===== src/rtl/rs485_pkg.sv =====
// Shared constants and state encodings for the RS485 PSLV poll master and the slave-side detector.
package rs485_pkg;
  localparam logic START_BIT  = 1'b0;
  localparam logic STOP_BIT   = 1'b1;
  localparam logic IDLE_LEVEL = 1'b1;
  localparam int   DATA_BITS  = 8;

  typedef enum logic [2:0] {
    S_IDLE, S_TX_FRAME, S_TURN, S_RX_WAIT, S_RX_BITS, S_RX_STOP, S_DONE
  } poll_state_t;

  typedef enum logic [1:0] {RXP_HUNT, RXP_CONFIRM, RXP_DATA, RXP_STOP} rx_phase_t;

  typedef enum logic [1:0] {RES_OK, RES_TIMEOUT, RES_FRAME} poll_result_t;

  // Width of a counter that must hold max_val; never narrower than one bit.
  function automatic int cnt_width(input int max_val);
    return (max_val < 1) ? 1 : $clog2(max_val + 1);
  endfunction
endpackage


===== src/rtl/rs485_rx_byte.sv =====
// UART-style byte receiver: start confirm at mid-bit, LSB-first shift, stop check.
// Status outputs are combinational strobes in the cycle the deciding sample is taken.
module rs485_rx_byte
  import rs485_pkg::*;
#(
  parameter int CLKS_PER_BIT = 1
) (
  input  logic                 clk,
  input  logic                 rst,
  input  logic                 enable,
  input  logic                 rx,
  output logic                 start_ok,
  output logic                 last_bit,
  output logic                 byte_valid,
  output logic                 stop_err,
  output logic                 false_start,
  output logic [DATA_BITS-1:0] byte_data
);
  localparam int HALF = (CLKS_PER_BIT - 1) / 2;
  localparam int CW   = cnt_width(CLKS_PER_BIT - 1);
  localparam int BW   = cnt_width(DATA_BITS - 1);
  localparam logic [CW-1:0] BIT_LOAD  = CW'(CLKS_PER_BIT - 1);
  localparam logic [CW-1:0] HALF_LOAD = CW'((HALF > 0) ? HALF - 1 : 0);

  rx_phase_t            phase, phase_next;
  logic [CW-1:0]        cnt;
  logic [BW-1:0]        bit_cnt;
  logic [DATA_BITS-1:0] sr;
  logic                 tick;

  assign tick      = (cnt == '0);
  assign byte_data = sr;

  always_comb begin
    phase_next  = phase;
    start_ok    = 1'b0;
    last_bit    = 1'b0;
    byte_valid  = 1'b0;
    stop_err    = 1'b0;
    false_start = 1'b0;
    if (!enable) begin
      phase_next = RXP_HUNT;
    end else begin
      case (phase)
        RXP_HUNT:
          if (rx == START_BIT) begin
            // With no half-bit delay the start is confirmed on first sight.
            if (HALF == 0) begin
              start_ok   = 1'b1;
              phase_next = RXP_DATA;
            end else begin
              phase_next = RXP_CONFIRM;
            end
          end
        RXP_CONFIRM:
          if (tick) begin
            if (rx == START_BIT) begin
              start_ok   = 1'b1;
              phase_next = RXP_DATA;
            end else begin
              false_start = 1'b1;
              phase_next  = RXP_HUNT;
            end
          end
        RXP_DATA:
          if (tick && bit_cnt == '0) begin
            last_bit   = 1'b1;
            phase_next = RXP_STOP;
          end
        RXP_STOP:
          if (tick) begin
            if (rx == STOP_BIT) byte_valid = 1'b1;
            else                stop_err   = 1'b1;
            phase_next = RXP_HUNT;
          end
        default: phase_next = RXP_HUNT;
      endcase
    end
  end

  always_ff @(posedge clk) begin
    if (rst) begin
      phase   <= RXP_HUNT;
      cnt     <= '0;
      bit_cnt <= '0;
      sr      <= '0;
    end else begin
      phase <= phase_next;
      if (phase == RXP_HUNT && phase_next == RXP_CONFIRM) begin
        cnt <= HALF_LOAD;
      end else if (start_ok) begin
        cnt     <= BIT_LOAD;
        bit_cnt <= BW'(DATA_BITS - 1);
      end else if (phase == RXP_DATA || phase == RXP_STOP) begin
        if (tick) begin
          cnt <= BIT_LOAD;
          if (phase == RXP_DATA) begin
            sr <= {rx, sr[DATA_BITS-1:1]};
            if (bit_cnt != '0) bit_cnt <= bit_cnt - 1'b1;
          end
        end else begin
          cnt <= cnt - 1'b1;
        end
      end else if (phase == RXP_CONFIRM && !tick) begin
        cnt <= cnt - 1'b1;
      end
    end
  end
endmodule


===== src/rtl/rs485_poll_master.sv =====
// RS485 PSLV poll initiator: sends an address byte, turns the bus around, collects a 16-bit reply.
// IDLE wait poll | TX_FRAME drive frame | TURN bus release | RX_WAIT hunt start | RX_BITS data | RX_STOP stop | DONE report
module rs485_poll_master
  import rs485_pkg::*;
#(
  parameter int CLKS_PER_BIT = 1,
  parameter int STOP_BITS    = 2,
  parameter int TURN_CYCLES  = 2,
  parameter int RESP_TIMEOUT = 64
) (
  input  logic        clk,
  input  logic        rst,
  input  logic        poll_start,
  input  logic [7:0]  slave_addr,
  input  logic        rx,
  output logic        tx,
  output logic        tx_en,
  output logic        busy,
  output logic        resp_valid,
  output logic [15:0] resp_data,
  output logic        timeout_err,
  output logic        frame_err
);
  localparam int FRAME_BITS = 1 + DATA_BITS + STOP_BITS;
  localparam int CW = cnt_width(CLKS_PER_BIT - 1);
  localparam int FW = cnt_width(FRAME_BITS - 1);
  localparam int TW = cnt_width(TURN_CYCLES - 1);
  localparam int WW = cnt_width(RESP_TIMEOUT - 1);

  poll_state_t          state, state_next;
  poll_result_t         result, result_next;
  logic [FRAME_BITS-1:0] tx_sr;
  logic [CW-1:0]        bit_clk;
  logic [FW-1:0]        bits_left;
  logic [TW-1:0]        turn_cnt;
  logic [WW-1:0]        wait_cnt;
  logic                 byte_idx;
  logic [7:0]           first_byte;
  logic                 tx_last, rx_enable;
  logic                 start_ok, last_bit, byte_valid, stop_err, false_start;
  logic [7:0]           byte_data;

  assign tx_last   = (bit_clk == '0) && (bits_left == '0);
  assign rx_enable = (state == S_RX_WAIT) || (state == S_RX_BITS) || (state == S_RX_STOP);

  rs485_rx_byte #(.CLKS_PER_BIT(CLKS_PER_BIT)) u_rx (
    .clk(clk), .rst(rst), .enable(rx_enable), .rx(rx),
    .start_ok(start_ok), .last_bit(last_bit), .byte_valid(byte_valid),
    .stop_err(stop_err), .false_start(false_start), .byte_data(byte_data)
  );

  always_comb begin
    state_next  = state;
    result_next = result;
    case (state)
      S_IDLE:     if (poll_start) state_next = S_TX_FRAME;
      S_TX_FRAME: if (tx_last) state_next = S_TURN;
      S_TURN:     if (turn_cnt == '0) state_next = S_RX_WAIT;
      S_RX_WAIT:
        if (start_ok) begin
          state_next = S_RX_BITS;
        end else if (false_start) begin
          result_next = RES_FRAME;
          state_next  = S_DONE;
        end else if (wait_cnt == WW'(RESP_TIMEOUT - 1)) begin
          result_next = RES_TIMEOUT;
          state_next  = S_DONE;
        end
      S_RX_BITS:  if (last_bit) state_next = S_RX_STOP;
      S_RX_STOP:
        if (stop_err) begin
          result_next = RES_FRAME;
          state_next  = S_DONE;
        end else if (byte_valid) begin
          if (byte_idx) begin
            result_next = RES_OK;
            state_next  = S_DONE;
          end else begin
            state_next = S_RX_WAIT;
          end
        end
      S_DONE:     state_next = S_IDLE;
      default:    state_next = S_IDLE;
    endcase
  end

  always_ff @(posedge clk) begin
    if (rst) begin
      state      <= S_IDLE;
      result     <= RES_OK;
      tx_sr      <= '1;
      bit_clk    <= '0;
      bits_left  <= '0;
      turn_cnt   <= '0;
      wait_cnt   <= '0;
      byte_idx   <= 1'b0;
      first_byte <= '0;
      resp_data  <= '0;
    end else begin
      state  <= state_next;
      result <= result_next;
      case (state)
        S_IDLE:
          if (poll_start) begin
            tx_sr     <= {{STOP_BITS{STOP_BIT}}, slave_addr, START_BIT};
            bit_clk   <= CW'(CLKS_PER_BIT - 1);
            bits_left <= FW'(FRAME_BITS - 1);
          end
        S_TX_FRAME:
          if (bit_clk == '0) begin
            bit_clk <= CW'(CLKS_PER_BIT - 1);
            tx_sr   <= {IDLE_LEVEL, tx_sr[FRAME_BITS-1:1]};
            if (bits_left != '0) bits_left <= bits_left - 1'b1;
            if (tx_last) turn_cnt <= TW'(TURN_CYCLES - 1);
          end else begin
            bit_clk <= bit_clk - 1'b1;
          end
        S_TURN: begin
          if (turn_cnt != '0) turn_cnt <= turn_cnt - 1'b1;
          wait_cnt <= '0;
          byte_idx <= 1'b0;
        end
        S_RX_WAIT:
          if (state_next == S_RX_WAIT) wait_cnt <= wait_cnt + 1'b1;
        S_RX_STOP:
          // Data is only committed once both bytes framed correctly.
          if (byte_valid) begin
            if (!byte_idx) begin
              first_byte <= byte_data;
              byte_idx   <= 1'b1;
              wait_cnt   <= '0;
            end else begin
              resp_data <= {first_byte, byte_data};
            end
          end
        default: ;
      endcase
    end
  end

  assign tx          = (state == S_TX_FRAME) ? tx_sr[0] : IDLE_LEVEL;
  assign tx_en       = (state == S_TX_FRAME);
  assign busy        = (state != S_IDLE);
  assign resp_valid  = (state == S_DONE) && (result == RES_OK);
  assign timeout_err = (state == S_DONE) && (result == RES_TIMEOUT);
  assign frame_err   = (state == S_DONE) && (result == RES_FRAME);
endmodule


===== config.mk =====
export PLATFORM = sky130hd
export DESIGN_NAME = rs485_poll_master
export DESIGN_NICKNAME = d
export VERILOG_FILES = /design/src/rtl/rs485_pkg.sv /design/src/rtl/rs485_rx_byte.sv /design/src/rtl/rs485_poll_master.sv
export SDC_FILE = /design/constraint.sdc
export NUM_CORES = 1
export LEC_CHECK = 0
export ABC_AREA = 1
export BUFFER_PORTS_ARGS = -buffer_cell sky130_fd_sc_hd__buf_2
export CORE_MARGIN = 2
export CORE_UTILIZATION = 45
export DETAILED_ROUTE_END_ITERATION = 10
export GPL_TIMING_DRIVEN = 0
export PLACE_DENSITY = 0.72
export SLEW_MARGIN = 20
export SYNTH_ARGS = -nofsm -noshare
export SYNTH_HDL_FRONTEND = slang
export SYNTH_SLANG_ARGS = --single-unit

===== constraint.sdc =====
create_clock -name clk -period 3.25 [get_ports clk]
set_clock_uncertainty 0.2 [all_clocks]
set_input_delay 0.325 -clock clk [delete_from_list [all_inputs] [get_ports clk]]
set_output_delay 0.325 -clock clk [all_outputs]
set_load 0.05 [all_outputs]

# After elaboration in Yosys (flattened, before gate mapping)
# Cells that the tools add are included.
[op_classes]
n_reduce_logical = 39
eq_ne = 26
mux = 69
n_addsub = 6
bitwise = 5
[ops]
columns = ["cell", "count"]
rows = [
  ["3-bit 2-to-1 mux", 15],
  ["1-bit 2-to-1 mux", 24],
  ["2-bit 2-to-1 mux", 12],
  ["11-bit 2-to-1 mux", 2],
  ["11-bit case mux with 2 select lines", 1],
  ["6-bit 2-to-1 mux", 3],
  ["3-bit case mux with 6 select lines", 1],
  ["6-bit case mux with 3 select lines", 1],
  ["2-bit nonzero test", 8],
  ["5-bit AND reduction", 3],
  ["4-bit 2-to-1 mux", 3],
  ["2-bit != test, second input constant", 6],
  ["3-bit AND reduction", 4],
  ["3-bit by 2-bit == test with 1-bit output, second input constant", 3],
  ["3-bit == test, second input constant", 3],
  ["3-bit nonzero test", 3],
  ["1-bit case mux with 2 select lines", 4],
  ["2-bit case mux with 4 select lines", 1],
  ["4-bit case mux with 2 select lines", 1],
  ["4-bit AND reduction", 2],
  ["1-bit logical AND", 7],
  ["6-bit by 1-bit adder with 6-bit output, second input constant", 1],
  ["2-bit by 1-bit == test with 1-bit output, second input constant", 3],
  ["2-bit == test, second input constant", 3],
  ["17 further kinds", 31],
]
[totals]
reg_bits = 67
output_inout_bits = 22
input_bits = 12

# Longest topological paths before layout
[depth]
ltp_word = 10
mapped_depth = 11
mapped_depth_nobuf = 11

# By module
# A second synthesis with hierarchy kept.
[unflattened]
cells_unflattened = 422
area_unflattened_um2 = 3099.2
[by_module_without_submodules]
columns = ["mod", "n_inst", "seq_area_each_um2", "cells_each", "area_per_inst_um2"]
rows = [
  ["rs485_poll_master", 1, 1001.0, 334, 2428.6],
  ["rs485_rx_byte", 1, 280.3, 88, 670.6],
]

# Worst setup path before layout
# OpenSTA, ideal clock, no wires.
[synth_timing]
path_kind = "reg-to-output"
from = "register state[2]"
to = "output resp_valid"
setup_slack_ns = 1.102
path_stages_with_launch = 3
path_buffers = 0
t_arrival_ns = 1.623
path_cell_list = "dfxtp_1 > nand3_1 > nor3_1"
[synth_between]
elab_chain_len = 2
[synth_rtl]
columns = ["element", "line", "source"]
rows = [
  ["start: declaration", "rs485_poll_master.sv:30", "poll_state_t state, state_next;"],
  ["start signal: assignment", "rs485_poll_master.sv:100", "state <= state_next;"],
  ["3-bit == test", "rs485_poll_master.sv:144", "assign resp_valid = (state == S_DONE) && (result == RES_OK);"],
  ["1-bit logical AND", "rs485_poll_master.sv:144", ""],
  ["end: declaration", "rs485_poll_master.sv:19", "output logic resp_valid,"],
]
# Every way passes these cells.

# Final worst setup path
[layout_timing]
from = "register state[1]"
to = "output tx_en"
[layout_between]
elab_chain_len = 1
[layout_rtl]
columns = ["element", "line", "source"]
rows = [
  ["3-bit by 1-bit == test with 1-bit output", "rs485_poll_master.sv:142", "assign tx_en = (state == S_TX_FRAME);"],
  ["end: declaration", "rs485_poll_master.sv:17", "output logic tx_en,"],
]
# Every way passes these cells.

==> results.sh <==
export IMPL_peakVddDrop_v=0.000452
export IMPL_initial_utilization_pct=47.3
export IMPL_grt_max_degree=13
export IMPL_via_per_inst=5.06
export IMPL_total_leakage_power_nw=1.45
export IMPL_coreArea_mm2=0.00603
export IMPL_critical_path_arrival_ns=1.81
export IMPL_final_setup_tns_ns=0
export IMPL_r2r_slack_ns=1.33
export IMPL_min_period_ns=2.34
export IMPL_remaining_drc_errors=0
export IMPL_finalNonFillerCells=521
export IMPL_grt_pass1_wl_mm=10.7
export IMPL_r2r_cells=10
export IMPL_placed_cells=505
export IMPL_hold_viol_final=0
export IMPL_wl_per_cell_um=11.9
export IMPL_crit_path_start_kind="flop"
export IMPL_cts_tree="yes"
export IMPL_synth_nets=415
export IMPL_wl_mm=6.19
export IMPL_worstPathRequired_ns=2.72
export IMPL_reg2reg_to="wait_cnt[1]"
export IMPL_fin_ws_ns=0.914
export IMPL_gp_congestion=0.823
export IMPL_ctsHoldBuffers=0
export IMPL_synth_seq_cells=64
export IMPL_final_common_cell="nand2_1"
export IMPL_hold_path_class="in -> reg"
export IMPL_p_total_mw=2.21
export IMPL_portBuffers=32
export IMPL_insertedDiodeCount=0
export IMPL_rsz0062_at_grt="false"
export IMPL_dp_slack_ns=1.28
export IMPL_crit_fanout=10
export IMPL_synth_seq_area_share_pct=45.0
export IMPL_pwr_density_cell_mw_per_mm2=673
export IMPL_holdPathStages=3
export IMPL_dp_hpwl_mm=4.44
export IMPL_routed_via_count=2634
export IMPL_dieArea_mm2=0.00699
export IMPL_worst_setup_path_end_kind="output port"
export IMPL_finalCritPeriodShare_pct=71.9
export IMPL_first_pass_iters=5
export IMPL_grt_pass1_vias=2447
export IMPL_drive_above_1_share_pct=14.6
export IMPL_syn_inst=398
export IMPL_syn_to_final_growth_pct=15.2
export IMPL_whs_endpoint="tx_sr[6]"
export IMPL_synth_area_mm2=0.00285
export IMPL_maxCapViolCount=0
export IMPL_r2r_start="state[2]"
export IMPL_grt_overflow=0
export IMPL_die_w_um=83.6
export IMPL_clk_pin_slew_ns=0.07
export IMPL_cts_root_buf="clkbuf_8"
export IMPL_nets=458
export IMPL_hp_start="slave_addr[5]"
export IMPL_slew_headroom_pct=66.5
export IMPL_setup_viol=0
export IMPL_antenna_found_initial=0
export IMPL_num_rows=28
export IMPL_clock_sinks=64
export IMPL_syn_avg_cell_area_um2=7.16
export IMPL_ios=34
export IMPL_outcome="finished clean"
export IMPL_dieHeight_um=83.6
export IMPL_ys_types=29
export IMPL_worst_pin_slew_ns=0.502
export IMPL_crit_type="reg -> out"
export IMPL_drt_iter0_drc=158
export IMPL_final_cell_mix="nand2_1 (90), dfxtp_1 (64), nand3_1 (54), a21oi_1 (43), nor2_1 (41)"
export IMPL_slew_violations=0
export IMPL_clkLatencyLatePin_ns=0.34
export IMPL_ant_nets=0
export IMPL_max_freq_mhz=428
export IMPL_htree_levels=3
export IMPL_clk_path_buf_depth=2
export IMPL_fin_util_pct=54.5
export IMPL_grt_usage_pct=18.5
export IMPL_ctsResizeCount=0
export IMPL_cts_buffers=9
export IMPL_postCtsSetupBuffers=0
export IMPL_yosys_warnings=0
[cell usage after synthesis]
| cell | instances | area, um2 |
|---|---|---|
| a211oi_1 | 1 | 7.51 |
| a21o_1 | 1 | 7.51 |
| a21oi_1 | 43 | 215 |
| a221oi_1 | 1 | 8.76 |
| a31oi_1 | 2 | 12.5 |
| buf_2 | 3 | 15.0 |
| buf_4 | 1 | 7.51 |
| buf_6 | 1 | 11.3 |
| clkbuf_1 | 11 | 41.3 |
| clkinv_1 | 2 | 7.51 |
| dfxtp_1 | 64 | 1280 |
| ha_1 | 5 | 62.6 |
| inv_1 | 28 | 105 |
| inv_2 | 2 | 7.51 |
| nand2_1 | 90 | 338 |
| nand2_2 | 1 | 6.26 |
| nand2_4 | 1 | 11.3 |
| nand3_1 | 54 | 270 |
| nand3_2 | 2 | 20.0 |
| nand4_1 | 4 | 25.0 |
| nor2_1 | 41 | 154 |
| nor2_4 | 1 | 11.3 |
| nor2_8 | 1 | 20.0 |
| nor3_1 | 5 | 25.0 |
| nor4_1 | 2 | 12.5 |
| o21ai_0 | 26 | 130 |
| o21ai_2 | 1 | 8.76 |
| or2_2 | 3 | 18.8 |
| xnor2_1 | 1 | 8.76 |
[how the worst max path moves through the flow]
stage	startpoint	cells past startpoint	end
final	state[1]	5	tx_en
after global routing	state[1]	5	tx_en
after CTS	state[1]	5	tx_en
after detailed placement	state[1]	5	tx_en
after global placement	rx	10	wait_cnt[3]
after floorplan	state[2]	2	resp_valid
[power breakdown]
part | leakage [nW] | switching [mW] | internal, mW
Sequential | 0.520 | 0.0816 | 0.906
Clock | 0.0887 | 0.320 | 0.298
Combinational | 0.842 | 0.392 | 0.211
Total | 1.45 | 0.793 | 1.42
[layer usage]
layer / part of all wire, % / global-route usage [%]
met5: 0 / 0
met4: 1.1 / 9.68
met3: 4.2 / 3.66
met2: 46 / 29.3
met1: 48 / 23.7
[through the flow]
stage	instance area, um2	hold WS [ns]
after floorplan	2850	0.211
after global placement	3100	0.222
after detailed placement	3100	0.239
after CTS	3280	0.0198
after global routing	3280	0.0547
final	3280	0.0307
[flip-flops by register name, summed over array words and instances, names as in the netlist]
register and cells:
first_byte 8, u_rx.byte_data 8, byte_idx 1, u_rx.phase 2
state 3, resp_data 16, u_rx.bit_cnt 3, turn_cnt 1
result 2, bits_left 4, tx_sr 9, wait_cnt 6
u_rx.cnt 1
[worst max-delay path: stages (launching register included)]
cell	delay (ns)
dfxtp_1	0.35
inv_2	0.13
nand2_1	0.11
nor2_1	0.18
clkbuf_1	0.36
buf_2	0.34
[cell families (layout without fill, tap and decap cells)]
logic type	after synthesis	count (layout)	share of synthesized area [%]
flip-flops	64	64	45.0
buffers and inverters	48	96	6.85
AO/OA/AOI/OAI	75	75	13.7
XOR/XNOR	1	1	0.307
adder cells (fa/ha/maj)	5	5	2.19
AND/OR/NAND/NOR	205	205	32.0
[layout make-up]
type,count,area [um2]
plain buffers,16,75.1
clock buffers,10,138
clock inverters,6,42.5
fillers,600,2740
inverters,32,120
multi-input cells,286,1370
flip-flops and latches,64,1280
well taps,75,93.8
repair buffers,32,160
(Power assumes the default switching activity.)
